**config.mk**
```make
export PLATFORM = sky130hd
export DESIGN_NAME = pong_engine
export DESIGN_NICKNAME = d
export VERILOG_FILES = /design/src/rtl/pong_engine.sv
export SDC_FILE = /design/constraint.sdc
export NUM_CORES = 1
export LEC_CHECK = 0
export ABC_CLOCK_PERIOD_IN_PS = 8900
export BUFFER_PORTS_ARGS = -buffer_cell sky130_fd_sc_hd__buf_2
export CAP_MARGIN = 20
export CORE_ASPECT_RATIO = 0.75
export CORE_MARGIN = 5
export CORE_UTILIZATION = 30
export CTS_CLUSTER_DIAMETER = 50
export DETAILED_ROUTE_END_ITERATION = 8
export GPL_ROUTABILITY_DRIVEN = 0
export GPL_TIMING_DRIVEN = 0
export PLACE_DENSITY = 0.48
export SETUP_SLACK_MARGIN = 0.05
export SLEW_MARGIN = 20
export SYNTH_ARGS = -nofsm -noshare
export SYNTH_HDL_FRONTEND = slang
export SYNTH_SLANG_ARGS = --single-unit
```
**constraint.sdc**
```tcl
create_clock -name clk -period 8.9 [get_ports clk]
set_input_delay 0.89 -clock clk [delete_from_list [all_inputs] [get_ports clk]]
set_output_delay 0.89 -clock clk [all_outputs]
set_load 0.01 [all_outputs]
```
**src/rtl/pong_engine.sv**
```systemverilog
// Tick-paced pong game state: ball, paddles, scores and game-phase FSM,
// plus a registered readout mux for the top level.
//
// state | meaning
// IDLE  | waiting for start, ball parked at centre
// SERVE | ball parked at centre, serve delay counting down
// PLAY  | ball moving, wall/paddle bounces and scoring active
// OVER  | a player reached WIN_SCORE, everything frozen until start
module pong_engine #(
    parameter int COORD_W     = 8,
    parameter int SCREEN_W    = 160,
    parameter int SCREEN_H    = 120,
    parameter int PADDLE_HALF = 4,
    parameter int TICK_DIV    = 4,
    parameter int SERVE_DELAY = 16,
    parameter int SCORE_W     = 4,
    parameter int WIN_SCORE   = 9
) (
    input  logic               clk,
    input  logic               reset,
    input  logic               left_up,
    input  logic               left_down,
    input  logic               right_up,
    input  logic               right_down,
    input  logic               start,
    input  logic [2:0]         sel,
    output logic [COORD_W-1:0] data_out,
    output logic               tick,
    output logic               point_left,
    output logic               point_right,
    output logic [1:0]         state
);

    localparam int TICK_W  = (TICK_DIV > 1) ? $clog2(TICK_DIV) : 1;
    localparam int SERVE_W = (SERVE_DELAY > 1) ? $clog2(SERVE_DELAY) : 1;

    localparam logic [COORD_W-1:0] ONE       = COORD_W'(1);
    localparam logic [COORD_W-1:0] X_MID     = COORD_W'(SCREEN_W / 2);
    localparam logic [COORD_W-1:0] Y_MID     = COORD_W'(SCREEN_H / 2);
    localparam logic [COORD_W-1:0] X_MAX     = COORD_W'(SCREEN_W - 1);
    localparam logic [COORD_W-1:0] Y_MAX     = COORD_W'(SCREEN_H - 1);
    localparam logic [COORD_W-1:0] X_LHIT    = COORD_W'(1);
    localparam logic [COORD_W-1:0] X_LBOUNCE = COORD_W'(2);
    localparam logic [COORD_W-1:0] X_RHIT    = COORD_W'(SCREEN_W - 2);
    localparam logic [COORD_W-1:0] X_RBOUNCE = COORD_W'(SCREEN_W - 3);
    localparam logic [COORD_W-1:0] PAD_MIN   = COORD_W'(PADDLE_HALF);
    localparam logic [COORD_W-1:0] PAD_MAX   = COORD_W'(SCREEN_H - 1 - PADDLE_HALF);

    localparam logic signed [COORD_W:0] PH_S = (COORD_W + 1)'(PADDLE_HALF);

    localparam logic [TICK_W-1:0]  TICK_LAST  = TICK_W'(TICK_DIV - 1);
    localparam logic [TICK_W-1:0]  TICK_ONE   = TICK_W'(1);
    localparam logic [SERVE_W-1:0] SERVE_LOAD = SERVE_W'(SERVE_DELAY - 1);
    localparam logic [SERVE_W-1:0] SERVE_ONE  = SERVE_W'(1);
    localparam logic [SCORE_W-1:0] SCORE_WIN  = SCORE_W'(WIN_SCORE);
    localparam logic [SCORE_W-1:0] SCORE_ONE  = SCORE_W'(1);

    typedef enum logic [1:0] {
        ST_IDLE  = 2'd0,
        ST_SERVE = 2'd1,
        ST_PLAY  = 2'd2,
        ST_OVER  = 2'd3
    } phase_t;

    phase_t               phase;
    logic [TICK_W-1:0]    tick_cnt;
    logic [SERVE_W-1:0]   serve_cnt;
    logic [COORD_W-1:0]   ball_x, ball_y, left_pad, right_pad;
    logic                 vx_neg, vy_neg, serve_neg;
    logic [SCORE_W-1:0]   left_score, right_score;

    logic [COORD_W-1:0]   x_n, y_n, left_pad_n, right_pad_n;
    logic                 vx_neg_n, vy_neg_n, hit_left, hit_right;
    logic signed [COORD_W:0] diff_left, diff_right;
    logic [SCORE_W-1:0]   left_inc, right_inc;

    function automatic logic [COORD_W-1:0] paddle_next(
        input logic [COORD_W-1:0] pos,
        input logic               up,
        input logic               down
    );
        paddle_next = pos;
        if (up && !down && pos > PAD_MIN)
            paddle_next = pos - ONE;
        else if (down && !up && pos < PAD_MAX)
            paddle_next = pos + ONE;
    endfunction

    assign tick  = (tick_cnt == TICK_LAST);
    assign state = phase;

    always_comb begin
        left_pad_n  = paddle_next(left_pad, left_up, left_down);
        right_pad_n = paddle_next(right_pad, right_up, right_down);

        // One extra bit keeps the paddle distance signed without wrap.
        diff_left  = $signed({1'b0, ball_y}) - $signed({1'b0, left_pad});
        diff_right = $signed({1'b0, ball_y}) - $signed({1'b0, right_pad});
        hit_left   = (diff_left <= PH_S) && (diff_left >= -PH_S);
        hit_right  = (diff_right <= PH_S) && (diff_right >= -PH_S);

        vy_neg_n = vy_neg;
        if (ball_y == '0)
            vy_neg_n = 1'b0;
        else if (ball_y == Y_MAX)
            vy_neg_n = 1'b1;
        y_n = vy_neg_n ? (ball_y - ONE) : (ball_y + ONE);

        vx_neg_n = vx_neg;
        x_n      = vx_neg ? (ball_x - ONE) : (ball_x + ONE);
        if (ball_x == X_LHIT && vx_neg && hit_left) begin
            vx_neg_n = 1'b0;
            x_n      = X_LBOUNCE;
        end else if (ball_x == X_RHIT && !vx_neg && hit_right) begin
            vx_neg_n = 1'b1;
            x_n      = X_RBOUNCE;
        end

        left_inc  = (left_score == SCORE_WIN) ? left_score : left_score + SCORE_ONE;
        right_inc = (right_score == SCORE_WIN) ? right_score : right_score + SCORE_ONE;
    end

    always_ff @(posedge clk) begin
        if (reset)
            tick_cnt <= '0;
        else if (tick)
            tick_cnt <= '0;
        else
            tick_cnt <= tick_cnt + TICK_ONE;
    end

    always_ff @(posedge clk) begin
        if (reset) begin
            phase       <= ST_IDLE;
            serve_cnt   <= '0;
            ball_x      <= X_MID;
            ball_y      <= Y_MID;
            vx_neg      <= 1'b0;
            vy_neg      <= 1'b0;
            serve_neg   <= 1'b0;
            left_pad    <= Y_MID;
            right_pad   <= Y_MID;
            left_score  <= '0;
            right_score <= '0;
            point_left  <= 1'b0;
            point_right <= 1'b0;
        end else begin
            point_left  <= 1'b0;
            point_right <= 1'b0;
            if (tick) begin
                if (phase != ST_OVER) begin
                    left_pad  <= left_pad_n;
                    right_pad <= right_pad_n;
                end
                case (phase)
                    ST_IDLE, ST_OVER: begin
                        if (start) begin
                            phase       <= ST_SERVE;
                            serve_cnt   <= SERVE_LOAD;
                            left_score  <= '0;
                            right_score <= '0;
                            serve_neg   <= 1'b0;
                        end
                    end
                    ST_SERVE: begin
                        ball_x <= X_MID;
                        ball_y <= Y_MID;
                        if (serve_cnt == '0) begin
                            phase  <= ST_PLAY;
                            vx_neg <= serve_neg;
                            vy_neg <= 1'b0;
                        end else begin
                            serve_cnt <= serve_cnt - SERVE_ONE;
                        end
                    end
                    ST_PLAY: begin
                        if (ball_x == '0) begin
                            right_score <= right_inc;
                            point_right <= 1'b1;
                            serve_neg   <= 1'b1;
                            ball_x      <= X_MID;
                            ball_y      <= Y_MID;
                            serve_cnt   <= SERVE_LOAD;
                            phase       <= (right_inc == SCORE_WIN) ? ST_OVER : ST_SERVE;
                        end else if (ball_x == X_MAX) begin
                            left_score  <= left_inc;
                            point_left  <= 1'b1;
                            serve_neg   <= 1'b0;
                            ball_x      <= X_MID;
                            ball_y      <= Y_MID;
                            serve_cnt   <= SERVE_LOAD;
                            phase       <= (left_inc == SCORE_WIN) ? ST_OVER : ST_SERVE;
                        end else begin
                            ball_x <= x_n;
                            ball_y <= y_n;
                            vx_neg <= vx_neg_n;
                            vy_neg <= vy_neg_n;
                        end
                    end
                    default: phase <= ST_IDLE;
                endcase
            end
        end
    end

    always_ff @(posedge clk) begin
        if (reset) begin
            data_out <= '0;
        end else begin
            case (sel)
                3'd0:    data_out <= ball_x;
                3'd1:    data_out <= ball_y;
                3'd2:    data_out <= left_pad;
                3'd3:    data_out <= right_pad;
                3'd4:    data_out <= COORD_W'(left_score);
                3'd5:    data_out <= COORD_W'(right_score);
                3'd6:    data_out <= COORD_W'({serve_neg, phase});
                default: data_out <= '0;
            endcase
        end
    end

endmodule

```
Word-level counts from Yosys, hierarchy flattened
Index checks and enable logic that the tools add are counted.
Operators by class
  magnitude comparators: 8
  mux-type cells: 53
  reduce and logical (&&, ||, !) cells: 42
  add/subtract/negate cells: 14
  bitwise logic cells: 2
  eq/ne operators: 28
Operator list (count)
  $mux 8: 12
  $pmux 8 s7: 1
  $mux 4: 10
  $add 8x1->8 const B: 4
  $pmux 8 s2: 2
  $sub 8x1->8 const B: 4
  $ge 9x3->1 const B: 2
  $le 9x4->1 const B: 2
  $sub 8x8->9: 2
  $eq 4x4->1 const B: 4
  $eq 8x8->1 const B: 2
  $gt 8x3->1 const B: 2
  $logic_not 8->1: 2
  $lt 8x7->1 const B: 2
  $ne 2x2->1 const B: 8
  $pmux 4 s2: 2
  $reduce_and 4->1: 4
  $mux 1: 15
  $logic_and 1x1->1: 14
  $mux 2: 6
  $pmux 4 s3: 1
  $reduce_and 5->1: 2
  $eq 3x3->1 const B: 3
  $add 4x1->4 const B: 2
  23 further kinds: 39
Word-level totals
  word-level logic and storage cells: 162
  output and inout bits: 13
  input port bits: 10
  flip-flop bits (word level): 61

Longest topological paths before layout
  depth after elaboration: 9
  depth in mapped cells: 13
  gate-level depth less buffers: 13

Worst setup path after synthesis
Ideal clock, no wire load.
  path kind: input port to flip-flop
  from: in left_up
  to: reg left_pad[7]
  required time: 8830 ps
  path buffers: 0
  data arrival time: 3101 ps
  setup time: 70 ps
  path slack: 5729 ps
  cell stages on the path: 12
  cell sequence: inv_1 a311o_1 inv_1 ha_1 a21o_1 a21oi_1 nor2b_1 o21a_1 o41ai_1 xnor2_1 or3_1 a21oi_1
On the way
  cells in the longest elaborated chain, start to end: 5
  elaborated cells between the ends (all ways): 8
  classes of those cells: mux: 1; reduce/logical: 7
Ends and longest elaborated chain
  from (decl): RTL line 21  | input logic left_up,
  $logic_not 1->1: RTL line 85  | else if (down && !up && pos < PAD_MAX)
  $logic_and 1x1->1 (2 in a row): RTL line 85
  $reduce_bool 2->1 (no line)
  $reduce_and 3->1 (no line)
  to (signal assigned): RTL line 152  | left_pad <= left_pad_n;
  to (decl): RTL line 68  | logic [COORD_W-1:0] ball_x, ball_y, left_pad, right_pad;
Parallel ways exist; a longest one is shown, timed or not.
A chain may end at the register's enable or synchronous reset.

Worst setup path in the final report
  from: reg left_pad[0]
  to: reg left_pad[7]
On the way
  cells in the longest elaborated chain, start to end: 4
  elaborated cells between the ends (all ways): 10
  classes of those cells: add/sub: 2; order compare: 2; mux: 2; reduce/logical: 4
Ends and longest elaborated chain (RTL line)
  $gt 8x3->1 or $lt 8x7->1 (tied branches): 83, 85
  $logic_and 1x1->1 (on tied branches): 83, 85
  $reduce_bool 2->1 (no line)
  $reduce_and 3->1 (no line)
Parallel ways exist; a longest one is shown, timed or not. The select of a mux whose other input is x is not followed.

==> flow_results.xml <==
<?xml version="1.0" encoding="UTF-8"?>
<metrics>
  <group name="outcome">
    <metric name="run_status" unit="">complete, no violations</metric>
  </group>
  <group name="synth">
    <metric name="yosys.cell_count.top_type" unit="">nor2_1</metric>
    <metric name="synth_area_per_cell" unit="um^2">8.14</metric>
    <metric name="synth-warning-count" unit="">0</metric>
    <metric name="synthCells" unit="">610</metric>
    <metric name="ys_seq_area_frac" unit="">0.246</metric>
    <metric name="synth_top_flop_cell" unit="">dfxtp_1</metric>
    <metric name="synth-seq-cells" unit="">61</metric>
    <metric name="synth_edf_count" unit="">0</metric>
    <metric name="yosys-top-cells-count" unit="">nor2_1 (67), dfxtp_1 (61), ha_1 (49)</metric>
    <metric name="yosys.cell_types.count" unit="">70</metric>
    <metric name="yosys.area.top_type_share" unit="">0.246</metric>
    <metric name="post_synth_main_area_contributors" unit="">dfxtp_1 (25%), ha_1 (12%), nor2_1 (5.1%)</metric>
    <metric name="synthArstFlopShare" unit="">0</metric>
    <metric name="syn_nets" unit="">674</metric>
    <metric name="yosysTopAreaCell" unit="">dfxtp_1</metric>
    <metric name="netlist_area" unit="um^2">4970</metric>
  </group>
  <group name="final_layout">
    <metric name="insertedDiodeCount" unit="">0</metric>
    <metric name="number_of_nets_in_the_finished_design" unit="">704</metric>
    <metric name="fillers" unit="">1693</metric>
    <metric name="final_core_util" unit="">0.353</metric>
    <metric name="post_route_cells_drive_above_1_share" unit="">0.0868</metric>
    <metric name="syn2layout_area_growth" unit="%">14.5</metric>
    <metric name="number_of_standard_cells_in_the_final_layout_excluding_fillers" unit="">855</metric>
  </group>
  <group name="floorplanning">
    <metric name="die-area" unit="um^2">19300</metric>
    <metric name="initial_core_utilization" unit="">0.308</metric>
    <metric name="die_height" unit="um">121</metric>
    <metric name="io-pin-count" unit="">23</metric>
    <metric name="placementRows" unit="">40</metric>
    <metric name="fp.coreArea" unit="um^2">16100</metric>
    <metric name="chip_width" unit="um">159</metric>
  </group>
  <group name="grt">
    <metric name="first_global_vias" unit="">4367</metric>
    <metric name="grt_pass1_wl" unit="um">24300</metric>
    <metric name="grt_antenna_before_repair" unit="">0</metric>
    <metric name="grt_remaining_overflow" unit="">0</metric>
    <metric name="global_route_total_usage_across_every_layer" unit="">0.165</metric>
    <metric name="maximum_number_of_pins_on_one_net_before_global_route_repair" unit="">12</metric>
  </group>
  <group name="clocking">
    <metric name="cts_made_buffers" unit="">9</metric>
    <metric name="cts_hold_repair.buffers" unit="">0</metric>
    <metric name="clk_path_buf_depth" unit="">2</metric>
    <metric name="setup_buffers_after_cts" unit="">0</metric>
    <metric name="clk_pin_slew_worst_paths" unit="ps">60</metric>
    <metric name="cts_repair_resize_count" unit="">0</metric>
    <metric name="cts_sinks" unit="">61</metric>
    <metric name="clock_latency" unit="ps">350</metric>
    <metric name="h-tree-depth" unit="">3</metric>
    <metric name="root_buffer" unit="">clkbuf_16</metric>
    <metric name="cts_tree" unit="">done</metric>
  </group>
  <group name="timing">
    <metric name="rsz0062_at_grt" unit="">no</metric>
    <metric name="final_hold_vio_count" unit="">0</metric>
    <metric name="setup_total_negative_slack" unit="ps">0</metric>
    <metric name="layout_min_cycle_time" unit="ps">3390</metric>
    <metric name="finalSetupViolCount" unit="">0</metric>
    <metric name="worstMarginPinSlew" unit="ps">839</metric>
    <metric name="worst_clock_skew" unit="ps">9.10</metric>
    <metric name="drv_slew" unit="">0</metric>
    <metric name="max_freq" unit="MHz">295</metric>
    <metric name="maxSlewHeadroom" unit="">0.441</metric>
    <metric name="timing.final.crit_share" unit="">0.381</metric>
  </group>
  <group name="routing">
    <metric name="routed_wl" unit="um">15300</metric>
    <metric name="drt.antenna.violating_nets" unit="">0</metric>
    <metric name="via_count" unit="">4653</metric>
    <metric name="drt-vias-per-instance" unit="">5.44</metric>
    <metric name="drt_drc_violations_left" unit="">0</metric>
    <metric name="detail_route.wl_per_cell" unit="um">17.8</metric>
    <metric name="detail_route.iter0.violations" unit="">299</metric>
    <metric name="drtPass1Iterations" unit="">5</metric>
  </group>
  <group name="setup_path">
    <metric name="timing.setup.critical_path_class" unit="">flip-flop to flip-flop</metric>
    <metric name="critical_path_peak_fanout" unit="">7</metric>
    <metric name="required" unit="ps">9170</metric>
    <metric name="worst_ep_arrival_time" unit="ps">3660</metric>
    <metric name="kind_of_capture_point_of_the_worst_setup_path" unit="">flip-flop</metric>
    <metric name="kind_of_start_point_of_the_critical_path" unit="">flip-flop</metric>
  </group>
  <group name="power_and_ir_drop">
    <metric name="total_leakage_power" unit="nW">2.31</metric>
    <metric name="pwr_density_cell" unit="nW/um^2">146</metric>
    <metric name="vdd_ir_drop_max" unit="mV">0.0935</metric>
    <metric name="total_power" unit="uW">833</metric>
  </group>
  <group name="place">
    <metric name="port_buffers" unit="">19</metric>
    <metric name="dpl.cell_count" unit="">839</metric>
    <metric name="detailedPlacementHpwl" unit="um">11900</metric>
  </group>
  <group name="flow_run">
    <metric name="max_cap_viol_count" unit="">0</metric>
  </group>
  <group name="worst_hold_path">
    <metric name="hold_path.class" unit="">flip-flop to flip-flop</metric>
  </group>
</metrics>
[cell families (layout without fill, tap and decap cells)]
family | count (synthesis) | in the layout | synth area share
AND/OR/NAND/NOR | 211 | 211 | 0.218
AO/OA/AOI/OAI | 167 | 167 | 0.229
buffers and inverters | 69 | 104 | 0.0536
flip-flops | 61 | 61 | 0.246
adder cells (fa/ha/maj) | 54 | 54 | 0.144
XOR/XNOR | 29 | 29 | 0.0511
multiplexers | 19 | 19 | 0.0584
[report_power, final]
group | switching (mW) | leakage [nW] | internal, mW
Clock | 0.134 | 0.175 | 0.301
Combinational | 0.0647 | 1.64 | 0.0472
Sequential | 0.00692 | 0.494 | 0.279
[final timing paths]
path	start	end	slack (ps)	cells after the start
worst min register to register	tick_cnt[0]	tick_cnt[0]	430	1
worst max-delay path	left_pad[0]	left_pad[7]	5510	12
worst min-delay path	tick_cnt[0]	tick_cnt[0]	430	1
worst max register to register	left_pad[0]	left_pad[7]	5510	12
[sequential cells by signal, summed over array words and instances, names as in the netlist]
| name | flops |
|---|---|
| state | 2 |
| vx_neg | 1 |
| point_right | 1 |
| left_pad | 8 |
| serve_neg | 1 |
| serve_cnt | 4 |
| right_score | 4 |
| data_out | 8 |
| point_left | 1 |
| ball_y | 8 |
| left_score | 4 |
| ball_x | 8 |
| tick_cnt | 2 |
| vy_neg | 1 |
| right_pad | 8 |
[per-stage QoR]
stage               hold WS [ps]  area (um^2)  setup slack [ps]
global route                 444         5690              5220
global placement             418         5330              5220
CTS                          435         5690              5500
detailed placement           427         5330              5190
finish                       433         5690              5510
floorplan                    408         4970              5730
[cell type report]
cell class | instances | area (um^2) | area share
timing repair buffer | 19 | 95.1 | 0.0167
multi-input combinational | 480 | 3480 | 0.612
tap | 210 | 263 | 0.0462
buffer | 24 | 97.6 | 0.0172
inverter | 45 | 169 | 0.0297
clock inverter | 7 | 138 | 0.0242
sequential | 61 | 1220 | 0.215
clock buffer | 9 | 225 | 0.0396
[critical path: stages, from the launching register on]
cell and delay, ps:
dfxtp_1 550, o21ai_0 150, a311o_1 400, inv_1 230, ha_1 290, a21o_1 180, a21oi_1 210, nor2b_1 70
o21a_1 180, o41ai_1 450, xnor2_1 150, or3_1 320, a21oi_1 140
[layout by cell type, fill, tap and decap left out, types with 11 or more instances in the layout]
cell,count
nand2_1,33
mux2i_1,11
nor2_1,67
nor2b_1,11
buf_2,22
nand2b_1,11
o21ai_0,24
dfxtp_1,61
clkbuf_1,20
a21oi_1,40
nand3_1,13
inv_1,43
nor3_1,21
nand4_1,12
a21o_1,13
xnor2_1,19
ha_1,49
[routing by layer]
layer,up-vias,routed length (um),GRT usage
met5,-,0,0
met4,0,192,0.0501
met3,15,922,0.0335
met2,129,6430,0.237
met1,2203,7720,0.245
li1,2306,-,-
Note: power is estimated with default switching activity, not from simulation.
